==> src/rtl/mult_arbiter.sv <==
// -----------------------------------------------------------------------------
// mult_arbiter
// Round-robin arbiter and sequencer that shares one sequential multiplier
// between NREQ requesters. It accepts one operand pair at a time, launches
// the multiplier with a single-cycle start pulse, captures the product on
// done and returns it tagged with the requester index. A watchdog drops a
// job that never completes and reports it on err.
//
// Ports:
//   clk, rst          clock, synchronous active-high reset
//   req_valid         per-requester request
//   req_a, req_b      flattened operands, slice i is [i*N +: N]
//   req_ready         one-hot grant (combinational, only in IDLE)
//   rsp_valid         one-cycle response pulse
//   rsp_id            owner of the current/last job
//   rsp_product       product, held until the next response
//   err               one-cycle watchdog timeout pulse
//   mul_start         start pulse to the multiplier
//   mul_multiplicand  latched operand A
//   mul_multiplier    latched operand B
//   mul_product       multiplier result
//   mul_busy          multiplier busy
//   mul_done          multiplier completion pulse
// -----------------------------------------------------------------------------
module mult_arbiter #(
   parameter int N       = 32,
   parameter int NREQ    = 4,
   parameter int IDW     = 2,
   parameter int TIMEOUT = 2*N+8
) (
   input  logic              clk,
   input  logic              rst,
   input  logic [NREQ-1:0]   req_valid,
   input  logic [NREQ*N-1:0] req_a,
   input  logic [NREQ*N-1:0] req_b,
   output logic [NREQ-1:0]   req_ready,
   output logic              rsp_valid,
   output logic [IDW-1:0]    rsp_id,
   output logic [2*N-1:0]    rsp_product,
   output logic              err,
   output logic              mul_start,
   output logic [N-1:0]      mul_multiplicand,
   output logic [N-1:0]      mul_multiplier,
   input  logic [2*N-1:0]    mul_product,
   input  logic              mul_busy,
   input  logic              mul_done
);

   localparam int WDW = $clog2(TIMEOUT+1);
   localparam logic [IDW-1:0] LAST = IDW'(NREQ-1);

   typedef enum logic [1:0] {
      ST_IDLE  = 2'd0,
      ST_START = 2'd1,
      ST_WAIT  = 2'd2,
      ST_RESP  = 2'd3
   } state_t;

   state_t         state;
   state_t         state_next;
   logic [IDW-1:0] ptr;
   logic [IDW-1:0] ptr_after;
   logic [IDW-1:0] cand;
   logic [IDW-1:0] grant_idx;
   logic           grant_found;
   logic           hit;
   logic           accept;
   logic           timeout_hit;
   logic [N-1:0]   sel_a;
   logic [N-1:0]   sel_b;
   logic [WDW-1:0] wdog;

   // Round-robin search: first valid requester starting at ptr, wrapping at NREQ.
   always_comb begin
      grant_idx   = '0;
      grant_found = 1'b0;
      hit         = 1'b0;
      cand        = ptr;
      for (int k = 0; k < NREQ; k++) begin
         hit         = !grant_found && req_valid[cand];
         grant_idx   = hit ? cand : grant_idx;
         grant_found = grant_found | hit;
         cand        = (cand == LAST) ? '0 : cand + 1'b1;
      end
   end

   // Operand mux for the winning requester; only its slice is sampled.
   always_comb begin
      sel_a = '0;
      sel_b = '0;
      for (int i = 0; i < NREQ; i++) begin
         sel_a = (grant_idx == IDW'(i)) ? req_a[i*N +: N] : sel_a;
         sel_b = (grant_idx == IDW'(i)) ? req_b[i*N +: N] : sel_b;
      end
   end

   // One-hot grant, only offered in IDLE while the multiplier is free.
   always_comb begin
      req_ready = '0;
      for (int i = 0; i < NREQ; i++) begin
         req_ready[i] = accept && (grant_idx == IDW'(i));
      end
   end

   assign accept      = (state == ST_IDLE) && !mul_busy && grant_found;
   // The watchdog counts WAIT cycles from 0; the last permitted cycle aborts.
   assign timeout_hit = (state == ST_WAIT) && !mul_done && (wdog == WDW'(TIMEOUT-1));
   // The served (or timed-out) requester gets the lowest priority next time.
   assign ptr_after   = (rsp_id == LAST) ? '0 : rsp_id + 1'b1;

   assign mul_start   = (state == ST_START);
   assign rsp_valid   = (state == ST_RESP);
   assign err         = timeout_hit;

   // FSM state register.
   always_ff @(posedge clk) begin
      if (rst) begin
         state <= ST_IDLE;
      end else begin
         state <= state_next;
      end
   end

   // FSM next-state logic.
   always_comb begin
      state_next = state;
      case (state)
         ST_IDLE:  state_next = accept ? ST_START : ST_IDLE;
         ST_START: state_next = ST_WAIT;
         ST_WAIT: begin
            if (mul_done) begin
               state_next = ST_RESP;
            end else if (timeout_hit) begin
               state_next = ST_IDLE;
            end else begin
               state_next = ST_WAIT;
            end
         end
         ST_RESP:  state_next = ST_IDLE;
         default:  state_next = ST_IDLE;
      endcase
   end

   // Operand/id latches, watchdog, product capture and round-robin pointer.
   always_ff @(posedge clk) begin
      if (rst) begin
         ptr              <= '0;
         rsp_id           <= '0;
         rsp_product      <= '0;
         mul_multiplicand <= '0;
         mul_multiplier   <= '0;
         wdog             <= '0;
      end else begin
         if (accept) begin
            mul_multiplicand <= sel_a;
            mul_multiplier   <= sel_b;
            rsp_id           <= grant_idx;
         end
         case (state)
            ST_START: wdog <= '0;
            ST_WAIT: begin
               wdog <= wdog + 1'b1;
               if (mul_done) begin
                  rsp_product <= mul_product;
               end
               if (timeout_hit) begin
                  ptr <= ptr_after;
               end
            end
            ST_RESP:  ptr <= ptr_after;
            default:  ;
         endcase
      end
   end

endmodule

==> config.mk <==
export PLATFORM = sky130hd
export DESIGN_NAME = mult_arbiter
export DESIGN_NICKNAME = d
export VERILOG_FILES = /design/src/rtl/mult_arbiter.sv
export SDC_FILE = /design/constraint.sdc
export NUM_CORES = 1
export LEC_CHECK = 0
export ABC_AREA = 0
export CORE_AREA = 2 2 181 183
export CTS_CLUSTER_SIZE = 24
export DETAILED_ROUTE_END_ITERATION = 6
export DIE_AREA = 0 0 183 185
export PLACE_DENSITY = 0.58
export SYNTH_ARGS = -nofsm -noshare
export SYNTH_HDL_FRONTEND = slang
export SYNTH_SLANG_ARGS = --single-unit
==> constraint.sdc <==
create_clock -name clk -period 2.7 [get_ports clk]
set_input_delay 0.54 -clock clk [delete_from_list [all_inputs] [get_ports clk]]
set_output_delay 0.54 -clock clk [all_outputs]
set_load 0.02 [all_outputs]
==> results.md <==
- Unrepaired setup endpoints after global routing: true
- Initial core utilization: 0.227
- Static Leak: 5.59 nW
- Fillers: 3073
- Die width: 183 µm
- Total global routing overflow: 0
- Failing checks: setup timing
- Sequential fraction of design power: 0.341
- Root Driver: clkbuf_16
- Multi-input combinational cell area: 0.00425 mm²
- Routability cong.: 0.823
- Final setup viols: 68
- Switching Fraction: 0.272
- Reg2Reg Depth: 11
- Top cell type by total area after synthesis: dfxtp_1
- Avg WL per Cell: 19.1 µm
- DR vias/cell: 4.61
- Post-Syn Instances: 765
- Die height: 185 µm
- Critical Path Max Stage Delay: 550 ps
- Max_cap viols: 0
- Share of power burned in the clock network: 0.394
- Post-Route Skew: 5.78 ps
- CTS Sinks: 141
- WS Path Type: flip-flop to output port
- R2R setup slack: -270 ps
- DRT iter0 DRCs: 254
- Final net count: 1602
- Worst Path Required: 2160 ps
- Most frequent cells in the layout: clkdlybuf4s50_1, nand2_1, dfxtp_1
- Tmin final: 3080 ps
- Area post-placement: 0.0128 mm²
- PwrDens: 478 mW/mm²
- Worst path arrival time: 2540 ps
- Core Box Area: 0.0320 mm²
- CP Depth: 9
- Sw power: 1.81 mW
- Crit path cell chain: buf_12 -> mux4_2 -> buf_4 -> a21oi_1 -> o221a_2 -> o21ai_4 -> or2_4 -> nor2_4 -> buf_6
- Most common cell after layout, fill and taps aside: clkdlybuf4s50_1
- CP max-delay cell: mux4_2
- Largest net degree at the start of global routing: 72
- Max clock buf depth: 2
- Standard-cell row count: 66
- Final Cycle Share: 1.14
- Post-CTS Hold Fix Bufs: 0
- Fin util: 0.434
- Final worst slack: -378 ps
- Post-route design area: 0.0139 mm²
- R2R Path End: mul_multiplicand[16]
- Vias in the first global route: 7845
- Hold WS: 340 ps
- Total wire length: 32300 µm
- RR Startpoint: ptr[0]
- Remaining antenna violation count: 0
- H-tree level count: 4
- Ys async rst share: 0
- Sequential Area: 0.00283 mm²
- Outcome: complete, but fails checks
- Drc violations: 0
- Clk Latency, worst-skew pair: 440 ps
- Post-synthesis sequential area ratio: 0.388
- Element type at the critical path end: output port
- I/O Pins: 465
- Distinct cells, synth: 47
- Initial antenna violation count: 5
- Yosys synthesis warning count: 0
- CP Launch Type: flip-flop
- Dpl ws: -1040 ps
- GRT Overall Usage: 0.186
- IO buf count: 464
- DIE AREA: 0.0339 mm²
- WHS Path Cells: 2
- Delay-heaviest family, CP: multiplexers
- Router iterations before antenna repair: 4
- Crit Path Max Fanout: 12
- Seq cells post-synth: 141
- Fmax: 0.325 GHz
- Final hold violation count: 0
- Syn Nets: 1100
- Combinational Power Share: 0.266
- Top cell type's share of synthesized area: 0.388
- Synth-to-layout area growth: 91.6%
- Syn_area_per_cell: 9.50 µm²
- Worst slew pin tran: 802 ps
- Total power: 6.65 mW
- Post-synth EDFFs: 0
- Main area contributors after synthesis: dfxtp_1, mux2i_1, o221ai_2
- Dominant synthesized flop cell: dfxtp_1
- Worst Setup SP: ptr[0]
- Via count: 7802
- Final Max Tran Viols: 0
- Worst Path Buf+Inv: 3
- First-pass GRT wire length: 47100 µm
- CTS tree: yes
- Worst hold path class: primary input to flip-flop
- Fraction of layout cells with a size suffix above 1: 0.172
- Internal: 4.84 mW
- Peak supply drop: 457 µV
- DP HPWL: 24100 µm
- CP endpoint: req_ready[3]
- Num CTS Buffers: 17
- Clock transition at path regs: 60 ps
- Mapped Area: 0.00727 mm²
- Relative slew slack: 0.466
## worst reg2reg max path, stage by stage (launching register included)
cell,delay (ps)
dfxtp_4,370
buf_12,130
mux4_2,550
nand2b_4,170
a31oi_4,170
o22ai_2,90
buf_4,150
buf_6,120
or4_4,620
buf_12,200
buf_16,150
o221ai_2,180
## metrics by stage
step                      cells  TNS (ps)
final                      1692    -15920
after CTS                  1686    -17850
after global routing       1691    -22890
after detailed placement   1638    -55940
after global placement     1638    -55220
after floorplan             765     -5150
## metal layers
layer  up-vias  routed length, µm  track usage
li1       3823                  -            -
met1      3631              12500        0.202
met2       314              16400        0.328
met3        32               2890       0.0682
met4         2                537       0.0717
met5         -                 13            0
## cells by family (layout without fill, tap and decap cells)
family,Yosys count,after routing,share of synthesized area
adder cells (fa/ha/maj),7,7,0.0121
buffers and inverters,75,589,0.0501
XOR/XNOR,3,3,0.00362
other,0,5,0
multiplexers,136,136,0.191
AO/OA/AOI/OAI,159,159,0.202
flip-flops,141,141,0.388
AND/OR/NAND/NOR,244,244,0.152
## what timing repair did
item / CTS / global route
gates cloned: 7 / 0
resized for setup: 62 / 7
setup endpoints to repair: 69 / 68
buffers inserted: 10 / 2
pin swaps: 9 / 4
## state kept, by name, indices dropped and copies added, names as in the netlist
| signal | flops |
|---|---|
| ptr | 2 |
| state | 2 |
| wdog | 7 |
| mul_multiplier | 32 |
| rsp_product | 64 |
| rsp_id | 2 |
| mul_multiplicand | 32 |
## power groups by stage
stage	combinational, mW	clock (mW)	sequential, mW
detailed placement	1.70	0	2.31
CTS	1.78	2.70	2.26
floorplan	0.580	0	2.45
global placement	1.69	0	2.31
finish	1.77	2.62	2.26
global route	1.87	2.78	2.28
## Yosys cell counts, types with 3 or more instances
master / number
a21oi_1: 75
buf_1: 3
buf_2: 20
buf_6: 7
clkbuf_1: 35
dfxtp_1: 141
ha_1: 7
inv_1: 8
mux2i_1: 132
nand2_1: 140
nand2b_1: 3
nand3_1: 66
nand4_1: 3
nor2_1: 12
o21ai_0: 7
o221ai_1: 5
o221ai_2: 60
or3_1: 3
xor2_1: 3
## worst min path at each step
stage | startpoint | to | slack [ps]
after floorplan | wdog[6] | wdog[6] | 450
after global placement | rsp_product[19] | rsp_product[19] | 440
after detailed placement | rsp_product[30] | rsp_product[30] | 450
after CTS | rst | rsp_id[1] | 330
after global routing | rst | rsp_id[1] | 340
final | rst | rsp_id[1] | 340
## layout make-up
| class | instances | share of cell area |
|---|---|---|
| multi-input cells | 549 | 0.306 |
| clock buffers | 22 | 0.0348 |
| well taps | 408 | 0.0367 |
| inverters | 8 | 0.00216 |
| repair buffers | 550 | 0.405 |
| flip-flops and latches | 141 | 0.203 |
| clock inverters | 9 | 0.0113 |
| diodes | 5 | 0.000899 |
Power figures use the tool's default switching activity.
